--- config.mk ---
export PLATFORM = sky130hd
export DESIGN_NAME = pc_stack_unit
export DESIGN_NICKNAME = d
export VERILOG_FILES = /design/src/rtl/pc_stack_pkg.sv /design/src/rtl/hw_return_stack.sv /design/src/rtl/pc_stack_unit.sv
export SDC_FILE = /design/constraint.sdc
export NUM_CORES = 1
export LEC_CHECK = 0
export ABC_AREA = 1
export CAP_MARGIN = 20
export CELL_PAD_IN_SITES_DETAIL_PLACEMENT = 1
export CELL_PAD_IN_SITES_GLOBAL_PLACEMENT = 2
export CORE_MARGIN = 2
export CORE_UTILIZATION = 40
export CTS_CLUSTER_DIAMETER = 80
export DETAILED_ROUTE_END_ITERATION = 8
export PLACE_DENSITY_LB_ADDON = 0.05
export SLEW_MARGIN = 15
export SYNTH_ARGS = -nofsm -noshare
export SYNTH_HDL_FRONTEND = slang
export SYNTH_SLANG_ARGS = --single-unit
--- constraint.sdc ---
create_clock -name clk -period 5.32 [get_ports clk]
set_clock_uncertainty 0.05 [all_clocks]
set_input_delay 1.596 -clock clk [delete_from_list [all_inputs] [get_ports clk]]
set_output_delay 1.596 -clock clk [all_outputs]
set_load 0.05 [all_outputs]
--- src/rtl/pc_stack_pkg.sv ---
// Shared types for the program counter / return stack unit.
package pc_stack_pkg;

  // OP_INC is zero so an idle decoder yields plain increment.
  typedef enum logic [2:0] {
    OP_INC  = 3'd0,
    OP_SKIP = 3'd1,
    OP_GOTO = 3'd2,
    OP_CALL = 3'd3,
    OP_RET  = 3'd4
  } pc_op_e;

  // Stack pointer width for a given number of entries.
  function automatic int unsigned ptr_w(input int unsigned entries);
    return (entries > 1) ? $clog2(entries) : 1;
  endfunction

endpackage

--- src/rtl/hw_return_stack.sv ---
// Circular hardware return stack: push overwrites the oldest entry when full,
// pop from empty still reads the slot the pointer selects.
module hw_return_stack
  import pc_stack_pkg::*;
#(
  parameter int unsigned PC_W        = 11,
  parameter int unsigned STACK_DEPTH = 8
) (
  input  logic                         clk,
  input  logic                         reset,
  input  logic                         push,
  input  logic                         pop,
  input  logic [PC_W-1:0]              wdata,
  output logic [PC_W-1:0]              rdata,
  output logic [$clog2(STACK_DEPTH):0] depth,
  output logic                         overflow_c,
  output logic                         underflow_c
);

  localparam int unsigned SP_W    = ptr_w(STACK_DEPTH);
  localparam int unsigned DEPTH_W = SP_W + 1;

  logic [PC_W-1:0]    mem [STACK_DEPTH];
  logic [SP_W-1:0]    sp_q;
  logic [DEPTH_W-1:0] depth_q;
  logic [SP_W-1:0]    sp_prev_c;
  logic               full_c;
  logic               empty_c;

  assign sp_prev_c   = sp_q - SP_W'(1);
  assign full_c      = (depth_q == DEPTH_W'(STACK_DEPTH));
  assign empty_c     = (depth_q == '0);
  assign rdata       = mem[sp_prev_c];
  assign depth       = depth_q;
  assign overflow_c  = push & full_c;
  assign underflow_c = pop & empty_c;

  // Pointer and occupancy; depth saturates at both ends while sp keeps wrapping.
  always_ff @(posedge clk) begin
    if (reset) begin
      sp_q    <= '0;
      depth_q <= '0;
    end else if (push) begin
      sp_q <= sp_q + SP_W'(1);
      if (!full_c) depth_q <= depth_q + DEPTH_W'(1);
    end else if (pop) begin
      sp_q <= sp_prev_c;
      if (!empty_c) depth_q <= depth_q - DEPTH_W'(1);
    end
  end

  // Storage is deliberately not cleared on reset; a push in the reset cycle is dropped.
  always_ff @(posedge clk) begin
    if (push && !reset) mem[sp_q] <= wdata;
  end

endmodule

--- src/rtl/pc_stack_unit.sv ---
// Program counter with skip/goto/call/return sequencing, ROM address output
// and a one-cycle flush pulse after every taken non-sequential op.
module pc_stack_unit
  import pc_stack_pkg::*;
#(
  parameter int unsigned      PC_W         = 11,
  parameter int unsigned      STACK_DEPTH  = 8,
  parameter logic [PC_W-1:0]  RESET_VECTOR = '0
) (
  input  logic                         clk,
  input  logic                         reset,
  input  logic                         en,
  input  logic [2:0]                   pc_op,
  input  logic [PC_W-1:0]              target,
  output logic [PC_W-1:0]              counter,
  output logic                         flush,
  output logic [$clog2(STACK_DEPTH):0] depth,
  output logic                         stack_full,
  output logic                         stack_empty,
  output logic                         overflow,
  output logic                         underflow
);

  localparam int unsigned DEPTH_W = ptr_w(STACK_DEPTH) + 1;

  logic [PC_W-1:0]    pc_q;
  logic               flush_q;
  logic               ovf_q;
  logic               unf_q;
  logic [PC_W-1:0]    pc_next_c;
  logic               flush_next_c;
  logic               push_c;
  logic               pop_c;
  logic [PC_W-1:0]    ret_addr_c;
  logic [PC_W-1:0]    stack_rdata;
  logic [DEPTH_W-1:0] stack_depth;
  logic               stack_ovf_c;
  logic               stack_unf_c;

  assign ret_addr_c = pc_q + PC_W'(1);

  // Next-PC mux; a stall holds everything and suppresses the flush.
  always_comb begin
    pc_next_c    = pc_q + PC_W'(1);
    flush_next_c = 1'b0;
    push_c       = 1'b0;
    pop_c        = 1'b0;
    if (!en) begin
      pc_next_c = pc_q;
    end else begin
      case (pc_op)
        OP_SKIP: begin
          pc_next_c    = pc_q + PC_W'(2);
          flush_next_c = 1'b1;
        end
        OP_GOTO: begin
          pc_next_c    = target;
          flush_next_c = 1'b1;
        end
        OP_CALL: begin
          pc_next_c    = target;
          flush_next_c = 1'b1;
          push_c       = 1'b1;
        end
        OP_RET: begin
          pc_next_c    = stack_rdata;
          flush_next_c = 1'b1;
          pop_c        = 1'b1;
        end
        default: ;
      endcase
    end
  end

  always_ff @(posedge clk) begin
    if (reset) begin
      pc_q    <= RESET_VECTOR;
      flush_q <= 1'b0;
      ovf_q   <= 1'b0;
      unf_q   <= 1'b0;
    end else begin
      pc_q    <= pc_next_c;
      flush_q <= flush_next_c;
      ovf_q   <= ovf_q | stack_ovf_c;
      unf_q   <= unf_q | stack_unf_c;
    end
  end

  hw_return_stack #(
    .PC_W        (PC_W),
    .STACK_DEPTH (STACK_DEPTH)
  ) u_stack (
    .clk         (clk),
    .reset       (reset),
    .push        (push_c),
    .pop         (pop_c),
    .wdata       (ret_addr_c),
    .rdata       (stack_rdata),
    .depth       (stack_depth),
    .overflow_c  (stack_ovf_c),
    .underflow_c (stack_unf_c)
  );

  assign counter     = pc_q;
  assign flush       = flush_q;
  assign depth       = stack_depth;
  assign stack_full  = (stack_depth == DEPTH_W'(STACK_DEPTH));
  assign stack_empty = (stack_depth == '0);
  assign overflow    = ovf_q;
  assign underflow   = unf_q;

endmodule

---- Word level (Yosys, flattened, before mapping) ----
Memory sizes are Yosys's and may differ from the RTL's.
Index checks and enable logic that the tools add are counted.
storage, ports and cells
  memory bits (writable) .................. 88
  output and inout port bits .............. 20
  memories kept ........................... 1
  register bits ........................... 21
  logic and storage cells ................. 47
  input bits .............................. 17
cells by class
  reductions and logical operators ........ 8
  bitwise logic cells ..................... 5
  $add $sub $neg .......................... 6
  equal/unequal tests ..................... 7
  muxes and demuxes ....................... 14
memory list
  name         depth  width  read ports  clocked after memory_dff  write ports  line                   text
  u_stack.mem  8      11     1           0                         1            hw_return_stack.sv:23  logic [PC_W-1:0] mem [STACK_DEPTH];
operators with widths
  kind                     count
  $pmux W11 S3             1
  $mux W4                  4
  $add A11 B1 Y11 const B  1
  $add A11 B2 Y11 const B  1
  $mux W1                  7
  $eq A3 B2 Y1 const B     2
  $mux W3                  2
  $add A4 B1 Y4 const B    1
  $eq A4 B4 Y1 const B     1
  $logic_not A4 Y1         1
  $reduce_or A2 Y1         2
  $reduce_or A4 Y1         1
  $sub A4 B1 Y4 const B    1
  $add A3 B1 Y3 const B    1
  $eq A3 B1 Y1 const B     1
  $eq A3 B3 Y1 const B     1
  $reduce_and A3 Y1        1
  $sub A3 B1 Y3 const B    1
  $and A1 B1 Y1            2
  $ne A2 B1 Y1 const B     1
  $ne A2 B2 Y1 const B     1
  $or A1 B1 Y1             2
  $reduce_bool A2 Y1       1
  $logic_and A1 B1 Y1      1
  2 further kinds          2

---- Logic depth before layout (Yosys ltp) ----
Gate-level depths: netlist of the first run.
  depth after elaboration ................. 6
  mapped depth ............................ 13
  gate-level depth less buffers ........... 12

---- Modules after synthesis ----
From an unflattened synthesis of the first run, not the netlist that was laid out.
second synthesis, totals
  cell total of the unflattened synthesis .. 574
  area total of the unflattened synthesis .. 5,278.8 um2
by module, submodules not included
  module           instances  cells an instance  area each (um2)
  hw_return_stack  1          357                3,986.3
  pc_stack_unit    1          217                1,292.5

---- Least setup slack after synthesis of the first run ----
OpenSTA, ideal clock, no wires.
  path kind ............................... reg-to-output
  from .................................... register u_stack.depth_q[3], in the netlist u_stack.depth[3]
  to ...................................... output stack_full
  required time ........................... 3,674 ps
  path buffers ............................ 0
  stages on the path, launching flop included .. 3
  data arrival time ....................... 1,934 ps
  path slack .............................. 1,740 ps
  path through ............................ dfxtp_1 -> inv_1 -> nor3_1
on the way
  cells in the longest elaborated chain, start to end .. 1
ends and longest elaborated chain
  item                    line                   text
  from (decl)             hw_return_stack.sv:25  logic [DEPTH_W-1:0] depth_q;
  from (signal assigned)  hw_return_stack.sv:45  if (!full_c) depth_q <= depth_q + DEPTH_W'(1);
  from (signal assigned)  hw_return_stack.sv:48  if (!empty_c) depth_q <= depth_q - DEPTH_W'(1);
  $eq A4 B4 Y1            pc_stack_unit.sv:107   assign stack_full = (stack_depth == DEPTH_W'(STACK_DEPTH));
  to (decl)               pc_stack_unit.sv:18    output logic stack_full,
Every way passes these cells.

---- Worst setup path in the final report of the first run ----
  from .................................... register u_stack.depth_q[1], in the netlist u_stack.depth[1]
  to ...................................... output stack_empty
on the way
  cells in the longest elaborated chain, start to end .. 1
ends and longest elaborated chain
  item              line                  text
  $logic_not A4 Y1  pc_stack_unit.sv:108  assign stack_empty = (stack_depth == '0);
  to (decl)         pc_stack_unit.sv:19   output logic stack_empty,
Every way passes these cells.

==> results.md, run 1 <==
| Group | Metric | Value |
|:---|:---|:---|
| sta | Final period demand of the worst path | 3710 ps |
| setup path | Slowest-stage cell, CP | sky130_fd_sc_hd__clkdlybuf4s50_1 |
| clocking | Post-CTS Setup Inserts | 0 |
| sta | Final setup violation count | 0 |
| floorplan | Site Rows | 41 |
| floorplan | Number of ports placed on the die boundary | 37 |
| setup path | Nature of the critical path endpoint | output pin |
| detailed routing | Detailed-route wire length | 13700 um |
| detailed routing | Count of nets left with antenna violations after detail routing | 0 |
| floorplan | Core region area | 0.0126 mm^2 |
| setup path | Top cell family by delay on the critical path | buffers and inverters |
| detailed routing | Total vias in the final route | 3959 |
| sta | Total count of hold-check failures in the final report | 0 |
| sta | Transition time at the pin with the least slew margin | 907 ps |
| place | Final RePlAce weighted congestion | 0.769 |
| synth | Synthesized area | 0.00515 mm^2 |
| global routing | Tot GR Track Use | 20.9% |
| clocking | Longest Clk Path Bufs | 2 |
| sta | Min Hold Slack | 410 ps |
| clocking | Cell chosen for the clock root | sky130_fd_sc_hd__clkbuf_16 |
| detailed routing | Per-cell routed wire length | 17.9 um |
| synth | Number of nets in the synthesized netlist | 574 |
| finish | Fraction of layout instances using a drive strength above 1 | 5.56% |
| sta | Final-layout setup total negative slack | 0 ps |
| synth | Seq cells post-synth | 109 |
| power and ir drop | Max rail drop VDD | 0.000145 V |
| synth | Number of distinct library cells after synthesis | 29 |
| place | Final HPWL from detailed placement | 9410 um |
| clocking | Worst skew pair latency | 350 ps |
| floorplan | Die span in y | 117 um |
| clocking | Clock tree from TritonCTS | built |
| power and ir drop | Power density cells | 314 mW/mm^2 |
| finish | Area growth from synthesis to layout | 16.8% |
| finish | Most common cell after layout, fill and taps aside | sky130_fd_sc_hd__nand2_1 |
| clocking | # resized after CTS | 0 |
| setup path | Required time of the critical path | 3670 ps |
| setup path | Critical path buffers and inverters | 2 |
| detailed routing | DRC errors left | 0 |
| detailed routing | Vias per std cell | 5.18 |
| floorplan | Initial core utilization | 40.9% |
| finish | Count of inserted antenna diode cells | 0 |
| power and ir drop | Leak Pwr | 2.31 nW |
| clocking | Number of levels in the clock H-tree | 3 |
| global routing | Leftover overflow at the end of global routing | 0 |
| finish | Final standard cell area without fillers | 0.00601 mm^2 |
| floorplan | Horizontal die dimension | 117 um |
| global routing | Number of global-route vias before repair | 4027 |
| finish | Highest-count cells in the layout ignoring fill and taps | sky130_fd_sc_hd__nand2_1 (105), sky130_fd_sc_hd__edfxtp_1 (88), sky130_fd_sc_hd__nor2_1 (75) |
| sta | Maximum achievable frequency | 270 MHz |
| synth | Share of the yosys chip area belonging to registers | 59.5% |
| synth | Cells after synthesis | 551 |
| place | Standard cell area after detailed placement | 0.00570 mm^2 |
| worst hold path | Min-delay worst type | reg2reg |
| floorplan | Die area | 0.0138 mm^2 |
| sta | Max transition margin | 39.5% |
| finish | Net count reported at finish | 611 |
| sta | Final period util | 69.7% |
| clocking | Clk slew on worst S/H paths | 70 ps |
| setup path | Highest cell delay on the worst timing path | 880 ps |
| run | Maximum Capacitance Violations | 0 |
| synth | Syn. warnings | 0 |
| synth | Mean area per synthesized cell | 9.34 um^2 |
| power and ir drop | Power, Total | 1.89 mW |
| clocking | Post-cts hold buffer count | 0 |
| setup path | Worst Setup Path Type | reg2out |
| setup path | Sequence of cells on the critical path | inv_1, nand2_1, nor3_1, clkdlybuf4s50_1 |
| setup path | Largest driver fanout on the critical path | 5 |
| clocking | Clock buffer count from CTS | 9 |
| detailed routing | First-pass DRT Iterations | 4 |
| setup path | Critical Path Start Type | flip-flop |
| clocking | Sink Count | 109 |
| global routing | Pin count of the biggest net entering global routing | 50 |
| detailed routing | Starting DRC count in detailed routing | 320 |
| run status | Run status | complete, no violations |
| sta | Setup repair after global routing missed its margin | no |
| place | Quantity of I/O buffers inserted on ports | 36 |
| global routing | Global-route wire length before repair | 22100 um |
| sta | Max Transition Viols Final | 0 |
| global routing | Initial antenna violation count | 0 |
| setup path | Crit path DAT | 2060 ps |
power by group:
part	switching [mW]	leakage (nW)	internal (mW)	total, mW
registers	0.0152	0.968	0.937	0.953
clock network	0.293	0.145	0.410	0.703
logic	0.161	1.19	0.0709	0.232
total	0.469	2.31	1.42	1.89
Yosys cell counts:
library cell / instances / area share [%]
sky130_fd_sc_hd__nor2_2: 2 / 0.24
sky130_fd_sc_hd__nand3_2: 1 / 0.19
sky130_fd_sc_hd__a31oi_1: 2 / 0.24
sky130_fd_sc_hd__and2_1: 1 / 0.12
sky130_fd_sc_hd__o211ai_1: 15 / 2.2
sky130_fd_sc_hd__nand3b_1: 3 / 0.44
sky130_fd_sc_hd__nand4_1: 1 / 0.12
sky130_fd_sc_hd__nor3_1: 11 / 1.1
sky130_fd_sc_hd__buf_1: 1 / 0.073
sky130_fd_sc_hd__nor2_1: 75 / 5.5
sky130_fd_sc_hd__xor2_1: 3 / 0.51
sky130_fd_sc_hd__a21oi_1: 30 / 2.9
sky130_fd_sc_hd__nand3_1: 48 / 4.7
sky130_fd_sc_hd__buf_4: 4 / 0.58
sky130_fd_sc_hd__nand2_2: 2 / 0.24
sky130_fd_sc_hd__inv_2: 1 / 0.073
sky130_fd_sc_hd__xnor2_1: 3 / 0.51
sky130_fd_sc_hd__nor2_4: 2 / 0.44
sky130_fd_sc_hd__nand2_4: 1 / 0.22
sky130_fd_sc_hd__xor2_2: 2 / 0.63
sky130_fd_sc_hd__nand2_1: 105 / 7.7
sky130_fd_sc_hd__edfxtp_1: 88 / 51
sky130_fd_sc_hd__clkbuf_1: 10 / 0.73
sky130_fd_sc_hd__ha_1: 6 / 1.5
sky130_fd_sc_hd__buf_2: 5 / 0.49
sky130_fd_sc_hd__o21ai_0: 51 / 5.0
sky130_fd_sc_hd__o21bai_1: 1 / 0.15
sky130_fd_sc_hd__dfxtp_1: 21 / 8.2
sky130_fd_sc_hd__inv_1: 56 / 4.1
tightest hold or removal path: cells and delay by family, from the launching register on:
kind | cells | cell delay (ps)
flops | 1 | 310
buf+inv | 1 | 50
compound gates | 1 | 50
sequential cells by signal (all words and copies together), names as in the netlist:
| name | flops |
|---|---|
| counter | 11 |
| overflow | 1 |
| u_stack.mem | 88 |
| u_stack.sp_q | 3 |
| underflow | 1 |
| flush | 1 |
| u_stack.depth | 4 |
layout make-up:
type / instances / area (um^2)
Timing Repair Buffer: 46 / 435
Clock buffer: 11 / 233
Inverter: 57 / 214
Fill cell: 1475 / 6560
Multi-Input combinational cell: 365 / 1770
Clock inverter: 5 / 75.1
Tap cell: 172 / 215
Sequential cell: 109 / 3060
through the flow:
step	std cells	worst slack (ps)	utilization (%)
after global routing	765	1370	47.8
after CTS	765	1570	47.8
final	765	1610	47.8
after detailed placement	749	1240	45.4
after floorplan	551	1740	-
after global placement	749	1310	45.4
metal layers:
layer / GRT usage, % / up-vias / wire, um / part of all wire [%]
li1: - / 1940 / - / -
met1: 28.2 / 1944 / 6600 / 48
met2: 33.9 / 66 / 6500 / 47
met3: 4.72 / 9 / 426 / 3.1
met4: 5.87 / 0 / 182 / 1.3
met5: 0 / - / 0 / 0
kinds of logic (layout without fill, tap and decap cells):
kind of cell	count (synthesis)	in the layout	synth area share, %
AND/OR/NAND/NOR	252	252	20.9
flip-flops	109	109	59.5
AO/OA/AOI/OAI	99	99	10.5
buffers and inverters	77	119	6.03
XOR/XNOR	8	8	1.65
adder cells (fa/ha/maj)	6	6	1.46
worst paths after layout:
path,to,cells past startpoint,start,slack [ps]
setup / recovery,stack_empty,4,u_stack.depth[1]$_SDFFE_PP0P_,1610
hold / removal,overflow$_SDFF_PP0_,2,overflow$_SDFF_PP0_,410
setup reg to reg,counter[3]$_SDFFE_PP0P_,12,u_stack.sp_q[0]$_SDFFE_PP0P_,2070
hold reg to reg,overflow$_SDFF_PP0_,2,overflow$_SDFF_PP0_,410
No activity file was read; power rests on OpenSTA's default activity.
==> run 2, diff against run 1 <==
--- a/config.mk
+++ b/config.mk
@@ -10,7 +10,7 @@
 export CELL_PAD_IN_SITES_DETAIL_PLACEMENT = 1
 export CELL_PAD_IN_SITES_GLOBAL_PLACEMENT = 2
 export CORE_MARGIN = 2
-export CORE_UTILIZATION = 40
+export CORE_UTILIZATION = 33
 export CTS_CLUSTER_DIAMETER = 80
 export DETAILED_ROUTE_END_ITERATION = 8
 export PLACE_DENSITY_LB_ADDON = 0.05
==> constraint.sdc (replaced) <==
create_clock -name clk -period 3.3 [get_ports clk]
set_clock_uncertainty 0.05 [all_clocks]
set_input_delay 0.99 -clock clk [delete_from_list [all_inputs] [get_ports clk]]
set_output_delay 0.99 -clock clk [all_outputs]
set_load 0.05 [all_outputs]
==> results.md, run 2 (same netlist as run 1, synthesis figures left out) <==
| Group | Metric | Value | vs previous |
|:---|:---|:---|:---|
| detailed routing | First-pass DRT Iterations | 4 | unchanged |
| global routing | Tot GR Track Use | 19.0% | -1.9 points |
| power and ir drop | Max rail drop VDD | 0.000236 V | +62% |
| power and ir drop | Sequential fraction of design power | 50.9% | +0.4 points |
| sta | Final-layout setup total negative slack | 0 ps | unchanged |
| finish | Net count reported at finish | 618 | +1.1% |
| power and ir drop | Power density cells | 494 mW/mm^2 | +57% |
| detailed routing | Per-cell routed wire length | 18.8 um | +4.9% |
| clocking | Cell chosen for the clock root | sky130_fd_sc_hd__clkbuf_16 |  |
| setup path | Critical path buffers and inverters | 2 | unchanged |
| setup path | Top cell family by delay on the critical path | buffers and inverters |  |
| floorplan | Site Rows | 45 | +9.8% |
| detailed routing | Count of nets left with antenna violations after detail routing | 0 | unchanged |
| finish | Flip-flop count of the largest register after layout | 88 | unchanged |
| clocking | Clock buffer count from CTS | 9 | unchanged |
| sta | Transition time at the pin with the least slew margin | 862 ps | -44.4 ps |
| detailed routing | Vias per std cell | 5.00 | -3.4% |
| sta | Max transition margin | 42.5% | +3.0 points |
| setup path | Slowest-stage cell, CP | sky130_fd_sc_hd__clkdlybuf4s50_1 |  |
| setup path | Nature of the critical path endpoint | output pin |  |
| finish | Area growth from synthesis to layout | 18.6% |  |
| finish | Filler Cell Count | 1761 | +19% |
| setup path | Sequence of cells on the critical path | inv_1, nand2_1, nor3_1, clkdlybuf4s50_1 |  |
| detailed routing | Starting DRC count in detailed routing | 205 | -36% |
| finish | Count of inserted antenna diode cells | 0 | unchanged |
| detailed routing | Detailed-route wire length | 14800 um | +8.0% |
| power and ir drop | Net switching power | 787 uW | +68% |
| power and ir drop | Int Pwr | 2.23 mW | +57% |
| clocking | Clock tree from TritonCTS | built |  |
| sta | Setup repair after global routing missed its margin | no |  |
| setup path | R2r setup slk | 790 ps | -1280 ps |
| global routing | Pin count of the biggest net entering global routing | 49 | -2.0% |
| clocking | Clk slew on worst S/H paths | 70 ps | about the same |
| run | Maximum Capacitance Violations | 0 | unchanged |
| setup path | Largest driver fanout on the critical path | 5 | unchanged |
| power and ir drop | Clock Power Share | 36.3% | -0.9 points |
| sta | Maximum achievable frequency | 322 MHz |  |
| sta | Max Transition Viols Final | 0 | unchanged |
| sta | Final setup violation count | 0 | unchanged |
| finish | Area occupied by multi-input gates | 0.00180 mm^2 | +1.7% |
| sta | Total count of hold-check failures in the final report | 0 | unchanged |
| setup path | Highest cell delay on the worst timing path | 880 ps | about the same |
| floorplan | Horizontal die dimension | 129 um | +9.8% |
| floorplan | Die area | 0.0166 mm^2 | +20% |
| global routing | Leftover overflow at the end of global routing | 0 | unchanged |
| place | Quantity of I/O buffers inserted on ports | 36 | unchanged |
| sta | Final period util | 94.1% |  |
| clocking | Number of levels in the clock H-tree | 3 | unchanged |
| setup path | Crit path DAT | 2070 ps | about the same |
| floorplan | Die span in y | 129 um | +9.8% |
| floorplan | Core region area | 0.0152 mm^2 | +21% |
| power and ir drop | Combinational fraction of design power | 12.8% | +0.5 points |
| detailed routing | Total vias in the final route | 3939 | -0.51% |
| setup path | Required time of the critical path | 2260 ps | -1410 ps |
| clocking | Sink Count | 109 | unchanged |
| run status | Run status | complete, no violations |  |
| finish | Most common cell after layout, fill and taps aside | sky130_fd_sc_hd__nand2_1 |  |
| sta | Final period demand of the worst path | 3110 ps |  |
| setup path | Worst Setup Path Type | reg2out |  |
| global routing | Number of global-route vias before repair | 4187 | +4.0% |
| finish | Fraction of layout instances using a drive strength above 1 | 8.17% | +2.6 points |
| floorplan | Number of ports placed on the die boundary | 37 | unchanged |
| global routing | Initial antenna violation count | 0 | unchanged |
| clocking | Longest Clk Path Bufs | 2 | unchanged |
| power and ir drop | Power, Total | 3.01 mW | +60% |
| power and ir drop | Leak Pwr | 2.35 nW | +1.9% |
| worst hold path | Min-delay worst type | reg2reg |  |
| floorplan | Initial core utilization | 33.9% | -7.1 points |
| place | Final HPWL from detailed placement | 10300 um | +9.1% |
| place | Final RePlAce weighted congestion | 0.776 | +0.83% |
| global routing | Global-route wire length before repair | 23600 um | +6.9% |
| clocking | Worst skew pair latency | 350 ps | about the same |
| power and ir drop | Proportion of total power due to net switching | 26.1% | +1.3 points |
| detailed routing | DRC errors left | 0 | unchanged |
| setup path | Critical Path Start Type | flip-flop |  |
| finish | Biggest register | u_stack.mem |  |
| finish | Register area | 0.00306 mm^2 | unchanged |
| finish | Highest-count cells in the layout ignoring fill and taps | sky130_fd_sc_hd__nand2_1 (105), sky130_fd_sc_hd__edfxtp_1 (88), sky130_fd_sc_hd__nor2_1 (75) |  |
run 2: final timing paths:
path / startpoint / to / cells past startpoint
setup / recovery: u_stack.depth[1]$_SDFFE_PP0P_ / stack_full / 4
hold / removal: overflow$_SDFF_PP0_ / overflow$_SDFF_PP0_ / 2
setup reg to reg: u_stack.sp_q[1]$_SDFFE_PP0P_ / counter[10]$_SDFFE_PP0P_ / 8
hold reg to reg: overflow$_SDFF_PP0_ / overflow$_SDFF_PP0_ / 2
run 2: worst register-to-register path: stages (launching register included):
cell and delay [ps]:
sky130_fd_sc_hd__dfxtp_1 450, sky130_fd_sc_hd__inv_1 200, sky130_fd_sc_hd__ha_1 280, sky130_fd_sc_hd__xnor2_1 690, sky130_fd_sc_hd__nand3_1 250, sky130_fd_sc_hd__nand3_1 250, sky130_fd_sc_hd__nand3_1 110, sky130_fd_sc_hd__nand2_1 70
sky130_fd_sc_hd__a21oi_1 50
run 2: repair_timing:
item / in CTS / in global routing
buffers inserted: 0 / 0
hold buffers: 0 / 0
setup endpoints to repair: 0 / 1
resized for setup: 0 / 1
endpoints found under the hold margin: 0 / 0
run 2: cell type report:
type / instances / share of cell area (%)
Clock buffer: 13 / 4.61
Tap cell: 188 / 3.85
Clock inverter: 3 / 0.267
Sequential cell: 109 / 50.2
Multi-Input combinational cell: 365 / 29.5
Timing Repair Buffer: 53 / 8.04
Inverter: 57 / 3.51
run 2: layer usage:
layer | part of all wire, % | wire [um] | global-route usage (%) | vias up
met5 | 0 | 0 | 0 | -
met2 | 48 | 7040 | 31.2 | 51
li1 | - | - | - | 1949
met3 | 2.7 | 402 | 2.25 | 11
met1 | 48 | 7170 | 26.2 | 1928
met4 | 1.4 | 202 | 6.33 | 0
run 2: power by group through the flow:
stage	clock, mW	combinational (mW)	sequential [mW]
final	1.09	0.385	1.53
after global routing	1.16	0.428	1.54
after CTS	1.11	0.394	1.53
after detailed placement	0	0.393	1.57
after global placement	0	0.388	1.57
after floorplan	0	0.203	1.60
run 2: through the flow:
| step | std cells | worst slack (ps) | utilization, % | area, um^2 | hold slack (ps) |
|---|---|---|---|---|---|
| 2_1_floorplan | 551 | 326 | - | 5150 | 453 |
| 3_3_place_gp | 772 | 339 | 38.2 | 5800 | 393 |
| 3_5_place_dp | 772 | 250 | 38.2 | 5800 | 403 |
| 4_1_cts | 788 | 116 | 40.1 | 6100 | 417 |
| 5_1_grt | 788 | 29.5 | 40.1 | 6100 | 441 |
| 6_report | 788 | 194 | 40.1 | 6100 | 408 |
==> run 3, diff against run 2 <==
--- a/config.mk
+++ b/config.mk
@@ -10,11 +10,12 @@
 export CELL_PAD_IN_SITES_DETAIL_PLACEMENT = 1
 export CELL_PAD_IN_SITES_GLOBAL_PLACEMENT = 2
 export CORE_MARGIN = 2
-export CORE_UTILIZATION = 33
+export CORE_UTILIZATION = 35
+export CTS_BUF_LIST = sky130_fd_sc_hd__clkbuf_8
 export CTS_CLUSTER_DIAMETER = 80
 export DETAILED_ROUTE_END_ITERATION = 8
 export PLACE_DENSITY_LB_ADDON = 0.05
-export SLEW_MARGIN = 15
+export SLEW_MARGIN = 10
 export SYNTH_ARGS = -nofsm -noshare
 export SYNTH_HDL_FRONTEND = slang
 export SYNTH_SLANG_ARGS = --single-unit
==> results.md, run 3 (same netlist as run 1, synthesis figures left out) <==
| Group | Metric | Value | vs previous |
|:---|:---|:---|:---|
| finish | Net count reported at finish | 615 | -0.49% |
| worst hold path | Min-delay worst type | reg2reg |  |
| clocking | Post-cts hold buffer count | 0 | unchanged |
| clocking | Clock buffer count from CTS | 9 | unchanged |
| power and ir drop | Leak Pwr | 2.27 nW | -3.6% |
| floorplan | Initial core utilization | 35.7% | +1.8 points |
| sta | Setup repair after global routing missed its margin | no |  |
| setup path | Slowest-stage cell, CP | sky130_fd_sc_hd__clkdlybuf4s50_1 |  |
| global routing | Global-route wire length before repair | 22800 um | -3.4% |
| power and ir drop | Max rail drop VDD | 0.000148 V | -37% |
| sta | Final period demand of the worst path | 3130 ps | +26.1 ps |
| finish | Area growth from synthesis to layout | 15.3% |  |
| sta | Maximum achievable frequency | 319 MHz | -0.83% |
| clocking | Longest Clk Path Bufs | 2 | unchanged |
| floorplan | Die area | 0.0157 mm^2 | -5.5% |
| detailed routing | DRC errors left | 0 | unchanged |
| setup path | Top cell family by delay on the critical path | buffers and inverters |  |
| floorplan | Horizontal die dimension | 125 um | -2.8% |
| sta | Final setup violation count | 0 | unchanged |
| detailed routing | Detailed-route wire length | 14500 um | -2.2% |
| clocking | Clk slew on worst S/H paths | 100 ps | +30 ps |
| clocking | Clock tree from TritonCTS | built |  |
| detailed routing | Total vias in the final route | 3922 | -0.43% |
| sta | Final period util | 94.9% | +0.79 points |
| sta | Max Transition Viols Final | 0 | unchanged |
| finish | Biggest register | u_stack.mem |  |
| clocking | Cell chosen for the clock root | sky130_fd_sc_hd__clkbuf_8 |  |
| clocking | # resized after CTS | 0 | unchanged |
| setup path | Critical path buffers and inverters | 2 | unchanged |
| sta | Final-layout setup total negative slack | 0 ps | unchanged |
| power and ir drop | Combinational fraction of design power | 14.7% | +1.9 points |
| setup path | Highest cell delay on the worst timing path | 880 ps | about the same |
| finish | Most common cell after layout, fill and taps aside | sky130_fd_sc_hd__nand2_1 |  |
| place | Final HPWL from detailed placement | 10200 um | -0.57% |
| setup path | Largest driver fanout on the critical path | 5 | unchanged |
| setup path | Nature of the critical path endpoint | output pin |  |
| run status | Run status | complete, no violations |  |
| clocking | Post-CTS Setup Inserts | 0 | unchanged |
| detailed routing | Starting DRC count in detailed routing | 203 | -0.98% |
| power and ir drop | Sequential fraction of design power | 58.2% | +7.3 points |
| power and ir drop | Power, Total | 2.63 mW | -13% |
| sta | Max transition margin | 41.2% | -1.2 points |
| floorplan | Site Rows | 44 | -2.2% |
| power and ir drop | Proportion of total power due to net switching | 28.2% | +2.1 points |
| place | Standard cell area after detailed placement | 0.00578 mm^2 | -0.47% |
| clocking | Number of levels in the clock H-tree | 3 | unchanged |
| setup path | Worst Setup Path Type | reg2out |  |
| sta | Min Hold Slack | 415 ps | +7.10 ps |
| sta | Transition time at the pin with the least slew margin | 875 ps | +12.9 ps |
| detailed routing | Per-cell routed wire length | 18.6 um | -1.3% |
| setup path | Critical Path Start Type | flip-flop |  |
| clocking | Worst skew pair latency | 370 ps | +20 ps |
| global routing | Number of global-route vias before repair | 4025 | -3.9% |
| floorplan | Core region area | 0.0144 mm^2 | -5.1% |
| place | Final RePlAce weighted congestion | 0.766 | -1.3% |
| global routing | Initial antenna violation count | 0 | unchanged |
| finish | Highest-count cells in the layout ignoring fill and taps | sky130_fd_sc_hd__nand2_1 (105), sky130_fd_sc_hd__edfxtp_1 (88), sky130_fd_sc_hd__nor2_1 (75) |  |
| place | Quantity of I/O buffers inserted on ports | 36 | unchanged |
| finish | Count of inserted antenna diode cells | 0 | unchanged |
| setup path | Crit path DAT | 2090 ps | +20 ps |
| floorplan | Die span in y | 125 um | -2.8% |
| finish | Final standard cell area without fillers | 0.00593 mm^2 | -2.8% |
| finish | Flip-flop count of the largest register after layout | 88 | unchanged |
| setup path | Sequence of cells on the critical path | inv_1, nand2_1, nor3_1, clkdlybuf4s50_1 |  |
| global routing | Tot GR Track Use | 19.0% | +0.049 points |
| setup path | Required time of the critical path | 2260 ps | about the same |
| detailed routing | Count of nets left with antenna violations after detail routing | 0 | unchanged |
| sta | Total count of hold-check failures in the final report | 0 | unchanged |
| finish | Fraction of layout instances using a drive strength above 1 | 7.04% | -1.1 points |
| global routing | Leftover overflow at the end of global routing | 0 | unchanged |
| run | Maximum Capacitance Violations | 0 | unchanged |
| floorplan | Number of ports placed on the die boundary | 37 | unchanged |
| global routing | Pin count of the biggest net entering global routing | 49 | unchanged |
| detailed routing | Vias per std cell | 5.02 | +0.46% |
| clocking | Sink Count | 109 | unchanged |
| detailed routing | First-pass DRT Iterations | 4 | unchanged |
| power and ir drop | Net switching power | 744 uW | -5.5% |
| power and ir drop | Int Pwr | 1.89 mW | -15% |
| power and ir drop | Power density cells | 444 mW/mm^2 | -10% |
| power and ir drop | Clock Power Share | 27.1% | -9.2 points |
[run 3: changes by cell type in the layout (fill, tap and decap cells not counted), sizes merged]
cell,delta
clkdlybuf4s50,+1
clkinvlp,+1
inv,+1
clkbuf,-4
clkinv,+2
buf,-3
dlymetal6s2s,-1
[run 3: layout make-up]
cell class / count / area [um^2]
clock buffer: 9 / 124
clock inverter: 7 / 35.0
fill: 1680 / 8490
inverter: 57 / 214
multi-input combinational: 365 / 1800
sequential: 109 / 3060
tap: 184 / 230
timing repair buffer: 50 / 465
[run 3: routing by layer]
metal | vias to the layer above | part of all wire, % | global-route usage [%]
met5 | - | 0 | 0
met2 | 43 | 49 | 32.0
li1 | 1942 | - | -
met3 | 13 | 1.5 | 2.01
met4 | 0 | 1.5 | 6.01
met1 | 1924 | 48 | 25.9
[run 3: power by group through the flow]
stage                     clock network (mW)  logic, mW  registers, mW
after CTS                              0.733      0.390           1.53
after global routing                   0.780      0.426           1.54
after detailed placement                   0      0.389           1.56
after global placement                     0      0.383           1.56
after floorplan                            0      0.203           1.60
final                                  0.715      0.386           1.53
[run 3: through the flow]
step           setup slack (ps)  util (%)  cells
3_3_place_gp                416      40.0    765
2_1_floorplan               326         -    551
5_1_grt                    23.5      41.1    781
4_1_cts                     135      41.1    781
3_5_place_dp                300      40.0    765
6_report                    167      41.1    781
[run 3: worst paths after layout]
check,startpoint,endpoint,slack [ps],cells after the start
worst min register to register,overflow$_SDFF_PP0_,overflow$_SDFF_PP0_,420,2
worst max-delay path,u_stack.depth[1]$_SDFFE_PP0P_,stack_empty,170,4
worst max register to register,u_stack.sp_q[1]$_SDFFE_PP0P_,counter[9]$_SDFFE_PP0P_,740,8
worst min-delay path,overflow$_SDFF_PP0_,overflow$_SDFF_PP0_,420,2
[run 3: worst min-delay path, stage by stage (launching register included)]
cell and delay [ps]:
sky130_fd_sc_hd__dfxtp_1 320, sky130_fd_sc_hd__inv_1 50, sky130_fd_sc_hd__a21oi_1 60
